### config.mk
export PLATFORM = sky130hd
export DESIGN_NAME = rr_datapath_sched_flat
export DESIGN_NICKNAME = d
export VERILOG_FILES = /design/src/rtl/rr_datapath_sched_if.sv /design/src/rtl/rr_datapath_sched.sv /design/src/flat_wrapper.sv
export SDC_FILE = /design/constraint.sdc
export NUM_CORES = 1
export LEC_CHECK = 0
export CORE_MARGIN = 5
export CORE_UTILIZATION = 40
export DETAILED_ROUTE_END_ITERATION = 10
export PLACE_DENSITY = 0.78
export SYNTH_ARGS = -nofsm -noshare
export SYNTH_HDL_FRONTEND = slang
export SYNTH_SLANG_ARGS = --single-unit
### constraint.sdc
create_clock -name clk -period 7.1 [get_ports clk]
set_input_delay 1.42 -clock clk [delete_from_list [all_inputs] [get_ports clk]]
set_output_delay 1.42 -clock clk [all_outputs]
set_load 0.03 [all_outputs]
### src/rtl/rr_datapath_sched_if.sv
// -----------------------------------------------------------------------------
// rr_datapath_sched_if
// Bundles the request, datapath and response signals of rr_datapath_sched.
//   sched_en     : 1 = grant and issue, 0 = stop granting and drain
//   req_valid    : per-requester request valid
//   req_data     : packed request data, requester i at [i*WIDTH +: WIDTH]
//   req_ready    : one-hot grant back to the requesters
//   dp_in_valid  : registered issue strobe to the datapath slot
//   dp_in_data   : registered issue data to the datapath slot
//   dp_out_data  : datapath result, valid DP_LATENCY cycles after dp_in_valid
//   rsp_valid    : registered response strobe (no backpressure)
//   rsp_id       : requester ID of the response
//   rsp_data     : response data
//   idle         : scheduler idle, nothing in flight
//   issued_cnt   : total issues since reset (wraps)
// Modports: slave = scheduler view, master = stimulus/datapath view.
// -----------------------------------------------------------------------------
interface rr_datapath_sched_if #(
  parameter int N_REQ = 4,
  parameter int WIDTH = 32,
  parameter int ID_W  = $clog2(N_REQ)
);
  logic                   sched_en;
  logic [N_REQ-1:0]       req_valid;
  logic [N_REQ*WIDTH-1:0] req_data;
  logic [N_REQ-1:0]       req_ready;
  logic                   dp_in_valid;
  logic [WIDTH-1:0]       dp_in_data;
  logic [WIDTH-1:0]       dp_out_data;
  logic                   rsp_valid;
  logic [ID_W-1:0]        rsp_id;
  logic [WIDTH-1:0]       rsp_data;
  logic                   idle;
  logic [31:0]            issued_cnt;

  modport slave (
    input  sched_en, req_valid, req_data, dp_out_data,
    output req_ready, dp_in_valid, dp_in_data, rsp_valid, rsp_id, rsp_data,
           idle, issued_cnt
  );

  modport master (
    output sched_en, req_valid, req_data, dp_out_data,
    input  req_ready, dp_in_valid, dp_in_data, rsp_valid, rsp_id, rsp_data,
           idle, issued_cnt
  );
endinterface

### src/rtl/rr_datapath_sched.sv
// -----------------------------------------------------------------------------
// rr_datapath_sched
// Round-robin scheduler sharing one fixed-latency datapath slot among N_REQ
// requesters. At most one grant per cycle; the granted word is registered into
// the datapath, its requester ID rides a tag pipe of DP_LATENCY stages, and the
// datapath result is returned with that ID. sched_en low stops granting and
// lets in-flight words drain before the FSM reports idle.
// Ports:
//   clk  : clock, rising edge
//   rst  : asynchronous active-high reset
//   bus  : rr_datapath_sched_if.slave (request, datapath, response, status)
// -----------------------------------------------------------------------------
module rr_datapath_sched #(
  parameter int N_REQ      = 4,
  parameter int WIDTH      = 32,
  parameter int DP_LATENCY = 3,
  parameter int ID_W       = $clog2(N_REQ)
) (
  input  logic                clk,
  input  logic                rst,
  rr_datapath_sched_if.slave  bus
);

  // Must hold DP_LATENCY+2 outstanding words.
  localparam int CNT_W = $clog2(DP_LATENCY + 3);

  typedef enum logic [1:0] {S_IDLE, S_RUN, S_DRAIN} state_t;

  state_t           state, state_nxt;
  logic [ID_W-1:0]  ptr;
  logic [N_REQ-1:0] gnt;
  logic [ID_W-1:0]  gnt_id;
  logic             gnt_any;
  logic [CNT_W-1:0] inflight, inflight_nxt;

  logic             iss_vld_p0;
  logic [WIDTH-1:0] iss_data_p0;
  logic [ID_W-1:0]  iss_id_p0;
  logic [31:0]      issued;

  logic             tag_vld_p1 [DP_LATENCY];
  logic [ID_W-1:0]  tag_id_p1  [DP_LATENCY];

  logic             rsp_vld_p2;
  logic [ID_W-1:0]  rsp_id_p2;
  logic [WIDTH-1:0] rsp_data_p2;

  function automatic logic [ID_W-1:0] next_ptr(input logic [ID_W-1:0] id);
    if (id == ID_W'(N_REQ - 1)) return '0;
    return id + ID_W'(1);
  endfunction

  // Rotating priority search starting at ptr. Gated by sched_en so that the
  // cycle leaving RUN never carries a transfer.
  always_comb begin
    logic [ID_W:0]   idx_full;
    logic [ID_W-1:0] idx;
    gnt      = '0;
    gnt_id   = '0;
    gnt_any  = 1'b0;
    idx_full = '0;
    idx      = '0;
    if (state == S_RUN && bus.sched_en) begin
      for (int k = 0; k < N_REQ; k++) begin
        idx_full = {1'b0, ptr} + (ID_W+1)'(k);
        if (idx_full >= (ID_W+1)'(N_REQ)) idx_full = idx_full - (ID_W+1)'(N_REQ);
        idx = idx_full[ID_W-1:0];
        if (!gnt_any && bus.req_valid[idx]) begin
          gnt[idx] = 1'b1;
          gnt_id   = idx;
          gnt_any  = 1'b1;
        end
      end
    end
  end

  always_comb begin
    inflight_nxt = inflight;
    case ({gnt_any, rsp_vld_p2})
      2'b10:   inflight_nxt = inflight + CNT_W'(1);
      2'b01:   inflight_nxt = inflight - CNT_W'(1);
      default: inflight_nxt = inflight;
    endcase
  end

  // Looking at the post-update count lets idle rise the cycle right after the
  // last response instead of one cycle later.
  always_comb begin
    state_nxt = state;
    case (state)
      S_IDLE:  if (bus.sched_en) state_nxt = S_RUN;
      S_RUN:   if (!bus.sched_en)
                 state_nxt = (inflight_nxt == '0) ? S_IDLE : S_DRAIN;
      S_DRAIN: if (inflight_nxt == '0) state_nxt = S_IDLE;
      default: state_nxt = S_IDLE;
    endcase
  end

  always_ff @(posedge clk or posedge rst) begin
    if (rst) begin
      state    <= S_IDLE;
      inflight <= '0;
    end else begin
      state    <= state_nxt;
      inflight <= inflight_nxt;
    end
  end

  // ---- stage p0: issue register into the datapath ----
  always_ff @(posedge clk or posedge rst) begin
    if (rst) begin
      iss_vld_p0  <= 1'b0;
      iss_data_p0 <= '0;
      iss_id_p0   <= '0;
      ptr         <= '0;
      issued      <= '0;
    end else begin
      iss_vld_p0 <= gnt_any;
      if (gnt_any) begin
        iss_data_p0 <= bus.req_data[int'(gnt_id)*WIDTH +: WIDTH];
        iss_id_p0   <= gnt_id;
        ptr         <= next_ptr(gnt_id);
        issued      <= issued + 32'd1;
      end
    end
  end

  // ---- stage p1: tag pipe tracking the datapath latency ----
  always_ff @(posedge clk or posedge rst) begin
    if (rst) begin
      for (int k = 0; k < DP_LATENCY; k++) begin
        tag_vld_p1[k] <= 1'b0;
        tag_id_p1[k]  <= '0;
      end
    end else begin
      tag_vld_p1[0] <= iss_vld_p0;
      tag_id_p1[0]  <= iss_id_p0;
      for (int k = 1; k < DP_LATENCY; k++) begin
        tag_vld_p1[k] <= tag_vld_p1[k-1];
        tag_id_p1[k]  <= tag_id_p1[k-1];
      end
    end
  end

  // ---- stage p2: response register ----
  always_ff @(posedge clk or posedge rst) begin
    if (rst) begin
      rsp_vld_p2  <= 1'b0;
      rsp_id_p2   <= '0;
      rsp_data_p2 <= '0;
    end else begin
      rsp_vld_p2 <= tag_vld_p1[DP_LATENCY-1];
      if (tag_vld_p1[DP_LATENCY-1]) begin
        rsp_id_p2   <= tag_id_p1[DP_LATENCY-1];
        rsp_data_p2 <= bus.dp_out_data;
      end
    end
  end

  assign bus.req_ready   = gnt;
  assign bus.dp_in_valid = iss_vld_p0;
  assign bus.dp_in_data  = iss_data_p0;
  assign bus.rsp_valid   = rsp_vld_p2;
  assign bus.rsp_id      = rsp_id_p2;
  assign bus.rsp_data    = rsp_data_p2;
  assign bus.idle        = (state == S_IDLE);
  assign bus.issued_cnt  = issued;

endmodule

### src/flat_wrapper.sv
// flat-port wrapper written by rule: the top's interface ports become plain ports
module rr_datapath_sched_flat 
#(
  parameter int N_REQ      = 4,
  parameter int WIDTH      = 32,
  parameter int DP_LATENCY = 3,
  parameter int ID_W       = $clog2(N_REQ)
)
  (clk, rst, bus_sched_en, bus_req_valid, bus_req_data, bus_dp_out_data, bus_req_ready, bus_dp_in_valid, bus_dp_in_data, bus_rsp_valid, bus_rsp_id, bus_rsp_data, bus_idle, bus_issued_cnt);
  rr_datapath_sched_if #(.N_REQ(N_REQ), .WIDTH(WIDTH), .ID_W(ID_W)) bus_i ();
  input  logic clk;
  input  logic rst;
  input wire logic [$bits(bus_i.sched_en)-1:0] bus_sched_en;
  input wire logic [$bits(bus_i.req_valid)-1:0] bus_req_valid;
  input wire logic [$bits(bus_i.req_data)-1:0] bus_req_data;
  input wire logic [$bits(bus_i.dp_out_data)-1:0] bus_dp_out_data;
  output wire logic [$bits(bus_i.req_ready)-1:0] bus_req_ready;
  output wire logic [$bits(bus_i.dp_in_valid)-1:0] bus_dp_in_valid;
  output wire logic [$bits(bus_i.dp_in_data)-1:0] bus_dp_in_data;
  output wire logic [$bits(bus_i.rsp_valid)-1:0] bus_rsp_valid;
  output wire logic [$bits(bus_i.rsp_id)-1:0] bus_rsp_id;
  output wire logic [$bits(bus_i.rsp_data)-1:0] bus_rsp_data;
  output wire logic [$bits(bus_i.idle)-1:0] bus_idle;
  output wire logic [$bits(bus_i.issued_cnt)-1:0] bus_issued_cnt;
  assign bus_i.sched_en = bus_sched_en;
  assign bus_i.req_valid = bus_req_valid;
  assign bus_i.req_data = bus_req_data;
  assign bus_i.dp_out_data = bus_dp_out_data;
  assign bus_req_ready = bus_i.req_ready;
  assign bus_dp_in_valid = bus_i.dp_in_valid;
  assign bus_dp_in_data = bus_i.dp_in_data;
  assign bus_rsp_valid = bus_i.rsp_valid;
  assign bus_rsp_id = bus_i.rsp_id;
  assign bus_rsp_data = bus_i.rsp_data;
  assign bus_idle = bus_i.idle;
  assign bus_issued_cnt = bus_i.issued_cnt;
  rr_datapath_sched #(.N_REQ(N_REQ), .WIDTH(WIDTH), .DP_LATENCY(DP_LATENCY), .ID_W(ID_W)) u_core (.clk(clk), .rst(rst), .bus(bus_i));
endmodule
* Word-level counts from Yosys, hierarchy flattened *
Index checks and enable logic that the tools add are counted.
W data, S select, Z words.

word-level totals
  register bits after elaboration = 118
  input port bits = 167
  output and inout bits = 105
  word-level logic and storage cells = 120

operators by class
  add/sub/neg operators = 11
  magnitude comparators = 12
  equality and inequality tests = 8
  shifts and indexed selects = 1
  muxes and demuxes = 55
  bitwise gates (word level) = 3
  reduce and logical (&&, ||, !) cells = 14

operator list
  operator                 number
  $shiftx A128 B8 Y32      1
  $mux W2                  19
  $add A32 B1 Y32 const B  1
  $mux W4                  8
  $mux W1                  18
  $lt A2 B3 Y1 const B     4
  $or A4 B4 Y4             3
  $ge A3 B3 Y1 const B     3
  $bmux W1 S2              4
  $demux W1 S2             4
  $ge A2 B1 Y1 const B     4
  $logic_and A1 B1 Y1      8
  $sub A2 B1 Y2 const B    4
  $add A2 B2 Y3 const B    2
  $eq A2 B2 Y1 const B     3
  $pmux W2 S3              1
  $pmux W3 S2              1
  $eq A2 B1 Y1 const B     2
  $ne A2 B2 Y1 const B     2
  $add A2 B1 Y3 const B    1
  $add A3 B1 Y3 const B    1
  $ge A2 B3 Y1 const B     1
  $logic_not A1 Y1         3
  $logic_not A3 Y1         1
  other kinds (5)          5

* Depth between registers and ports, before layout *
  word-level depth = 25
  mapped depth = 15
  gate-level depth less buffers = 10

* Least setup slack after synthesis *
OpenSTA, ideal clock, no wires.

  kind = input -> output
  start point = input bus_req_valid[2]
  end point = output bus_req_ready[0]
  arrival = 2.819 ns
  required time = 5.680 ns
  setup slack = 2.861 ns
  stages = 6
  path buffers = 0
  cells stage by stage = or3b_2 -> a211oi_1 -> nand2_1 -> nand2_1 -> a221oi_1 -> nor2_1

between the ends
  longest elaborated chain between the ends = 16
  elaborated cells on any way between the ends = 31
  classes of those cells = mux: 22; bitwise: 3; reduce/logical: 6

ends and longest elaborated chain
  what                           RTL line                 source
  start, declared                flat_wrapper.sv:14       input wire logic [$bits(bus_i.req_valid)-1:0] bus_req_valid;
  $bmux W1 S2                    rr_datapath_sched.sv:68  if (!gnt_any && bus.req_valid[idx]) begin
  $mux W1 (implied by the code)  rr_datapath_sched.sv:68
  $mux W1                        rr_datapath_sched.sv:68
  $mux W1                        rr_datapath_sched.sv:63  if (state == S_RUN && bus.sched_en) begin
  $logic_not A1 Y1               rr_datapath_sched.sv:68
  $logic_and A1 B1 Y1            rr_datapath_sched.sv:68
  $mux W1                        rr_datapath_sched.sv:68
  $mux W1                        rr_datapath_sched.sv:63
  $logic_not A1 Y1               rr_datapath_sched.sv:68
  $logic_and A1 B1 Y1            rr_datapath_sched.sv:68
  $mux W1                        rr_datapath_sched.sv:68
  $mux W1                        rr_datapath_sched.sv:63
  $logic_not A1 Y1               rr_datapath_sched.sv:68
  $logic_and A1 B1 Y1            rr_datapath_sched.sv:68
  $mux W4 *                      rr_datapath_sched.sv:68
  $mux W4 *                      rr_datapath_sched.sv:63
  end, declared                  flat_wrapper.sv:17       output wire logic [$bits(bus_i.req_ready)-1:0] bus_req_ready;

Every way passes the cells marked *; elsewhere a longest branch is shown, timed or not. The select of a mux whose other input is x is not followed.

* Worst setup path after layout *
  start point = input bus_req_valid[3]
  end point = output bus_req_ready[3]

The elaborated chain is that of the path after synthesis.

==> impl_metrics.tcl <==
set metrics [dict create \
    synth.net_count 662 \
    cts_hold_buf 0 \
    synth_seq_cells 118 \
    worst_setup_path_start_kind "primary input" \
    cts.sinks 118 \
    maxCapViolations 0 \
    hp-start "u_core.tag_vld_p1[1]" \
    grt-ovfl-total 0 \
    coreArea_sq_um 14400 \
    clk_pin_slew_worst_paths_ns 0.05 \
    die_h_microns 130 \
    io_pins 272 \
    syn2layout_area_growth_pct 59.0 \
    grt.met3_usage_pct 6.71 \
    grt_first_pass_wirelength_mm 27.6 \
    switching_power_mw 1.42 \
    drive_gt1_share_pct 10.7 \
    cts-root-buf "clkbuf_16" \
    synth_top_flop_cell "dfrtp_1" \
    place_hpwl_mm 13.5 \
    r2r_slack_ns 2.89 \
    drt-initial-drc-count 219 \
    rows 44 \
    rsz0062_at_grt "no" \
    final.setup.tns_ns 0 \
    final-hold-violation-count 0 \
    dieArea_sq_um 17000 \
    grt_use_met2_pct 35.6 \
    synth-warning-count 0 \
    fmax_mhz 185 \
    viasPerCell 5.23 \
    crit_path_end_kind "output pin" \
    p_leak_nw 4.15 \
    final-max-slew-violation-count 0 \
    seq_area_frac_synth_pct 50.9 \
    wl_per_cell_microns 18.7 \
    r2r-end "u_core.bus.dp_in_data[23]" \
    r2r-start "u_core.ptr[0]" \
    setup_viol 0 \
    n_antenna_cell 0 \
    hp-class "register to register" \
    status "completed" \
    min_period_over_period_pct 76.1 \
    grt_max_degree 67 \
    p_per_area_nw_per_um2 406 \
    ir_drop_mv 0.196 \
    clockBufferDepth 2 \
    critical_path_required_ns 5.68 \
    start_util_pct 40.4 \
    relSlewSlack_pct 33.8 \
    netSwitchingFraction_pct 37.8 \
    grt_pass1_vias 5461 \
    worstPathCellList "clkdlybuf4s50_1, or3b_2, a211oi_1, nand2_1, nand2_1, a221oi_1, nor2_1, clkdlybuf4s50_1" \
    total_power_mw 3.75 \
    synth-edff-count 0 \
    min_period_ns 5.40 \
    synthArstFlopShare_pct 100 \
    cts_resized 0 \
    grt_busiest_layer "met2" \
    port_buffers 271 \
    critPathMaxFanout 9 \
    combPwrFrac_pct 45.7 \
    postSynthCellCount 483 \
    ys_types 55 \
    whs_path_depth 0 \
    p_clk_share_pct 25.1 \
    worst_pin_slew_ns 0.989 \
    grt_usage_pct 20.7 \
    dr_total_vias 4953 \
    insertion_delay_ns 0.40 \
    slowest_delay_ns 0.68 \
    synth_top_cell_by_area "dfrtp_1" \
    postCtsSetupBuffers 0 \
    dr.pass1.iters 4 \
    intPower_mw 2.33 \
    fin_skew_ns 0.0104 \
    hold_end "u_core.tag_vld_p1[0]" \
    critPathKind "primary input to output pin" \
    grt_use_met1_pct 24.4 \
    critPathArrivalTime_ns 3.98 \
    totalWireLength_mm 17.7 \
    avgSynthCellArea_sq_um 12.0 \
    htreeDepth 4 \
    antenna_found_initial 0 \
    yosys.area.top_type_share_pct 50.9 \
    r2r_cells 8 \
    nets 929 \
    ant_nets 0 \
    cpMaxStageDelayCell "clkdlybuf4s50_1" \
    cts_buffers 17 \
    cts_tree "done" \
    gp_congestion 0.889 \
    syn-cell-area_sq_um 5800 \
    route.detailed.drc 0 \
    die_w_microns 130 \
    synthTopCellsByArea "dfrtp_1, mux2i_1, mux2_2, xnor2_1, o221ai_1" \
    seqPwrFrac_pct 29.2 \
]
kinds of logic (layout without fill, tap and decap cells):
kind of cell / Yosys count / after routing / share of synthesized area, %
simple gates: 122 / 122 / 10.5
flops: 118 / 118 / 50.9
mux: 87 / 87 / 16.2
compound gates: 71 / 71 / 9.89
buf+inv: 38 / 318 / 4.42
xor+xnor: 35 / 35 / 5.41
fa+ha+maj: 12 / 12 / 2.72
cells in the mapped netlist (all sizes together) (2+ instances only):
library cell    n
mux2           35
o22ai          19
o221ai         19
buf            15
nand4           3
nor2           29
and4            6
nor2b           3
xor2           10
a22oi           4
inv            12
dfrtp         118
and2            5
clkbuf         11
or2             2
nor3b           2
and3            8
ha             11
o21ai           2
nand2          42
xnor2          25
nand3          11
nand3b          2
mux4            2
a221oi         17
nor4            3
nor3            2
mux2i          50
through the flow:
| step | util [%] | cell area [sq um] | hold slack [ns] | setup WS, ns | std cells |
|---|---|---|---|---|---|
| after global routing | 64.2 | 9230 | 0.355 | 1.56 | 947 |
| after CTS | 64.2 | 9230 | 0.346 | 1.72 | 947 |
| final | 64.2 | 9230 | 0.346 | 1.70 | 947 |
| after global placement | 59.7 | 8570 | 0.333 | 1.82 | 915 |
| after floorplan | - | 5800 | 0.331 | 2.55 | 483 |
| after detailed placement | 59.7 | 8570 | 0.335 | 1.73 | 915 |
placed cells by master (no fill, tap or decap), drive strengths merged, types with 8 or more instances in the layout:
cell | Yosys | final
mux2i | 50 | 50
clkdlybuf4s50 | 0 | 271
mux2 | 35 | 35
dfrtp | 118 | 118
clkbuf | 11 | 20
xor2 | 10 | 10
and3 | 8 | 8
xnor2 | 25 | 25
o221ai | 19 | 19
ha | 11 | 11
a221oi | 17 | 17
nor2 | 29 | 29
o22ai | 19 | 19
nand2 | 42 | 42
nand3 | 11 | 11
inv | 12 | 13
layer usage:
layer,vias up,wire (microns)
li1,2308,-
met1,2389,6750
met2,226,8980
met3,30,1570
met4,0,413
met5,-,0
registers in the layout (all words and copies together) (netlist names), 2 cells and up:
name,flops
u_core.bus.dp_in_data,32
u_core.bus.issued_cnt,32
u_core.bus.rsp_data,32
u_core.tag_id_p1,6
u_core.inflight,3
u_core.tag_vld_p1,3
u_core.bus.rsp_id,2
u_core.iss_id_p0,2
u_core.ptr,2
u_core.state,2
worst max-delay path by stage:
stage / from / to / slack, ns / cells past startpoint
detailed placement: bus_req_valid[3] / bus_req_ready[1] / 1.73 / 8
global placement: bus_req_valid[3] / bus_req_ready[3] / 1.82 / 8
finish: bus_req_valid[3] / bus_req_ready[3] / 1.70 / 8
CTS: bus_req_valid[3] / bus_req_ready[1] / 1.72 / 8
floorplan: rst / u_core.bus.dp_in_data[0] / 2.55 / 1
global route: bus_req_valid[3] / bus_req_ready[2] / 1.56 / 8
layout make-up:
type | instances | area [sq um]
inverter | 12 | 47.5
sequential | 118 | 2950
clock inverter | 12 | 199
timing repair buffer | 274 | 2750
fill | 1100 | 5140
tap | 184 | 230
multi-input combinational | 327 | 2590
clock buffer | 20 | 457
power by group through the flow:
stage / Clock, mW / Sequential, mW / Combinational (mW)
global placement: 0 / 1.09 / 1.69
detailed placement: 0 / 1.10 / 1.73
floorplan: 0 / 1.47 / 0.668
finish: 0.940 / 1.10 / 1.71
CTS: 0.955 / 1.10 / 1.73
global route: 0.989 / 1.13 / 1.83
worst max-delay path: cells and delay by family:
family	cells	cell delay (ns)
and+or+nand+nor	4	0.83
AOI/OAI and AO/OA	2	0.43
buffers and inverters	2	1.30
Power figures use the tool's default switching activity.
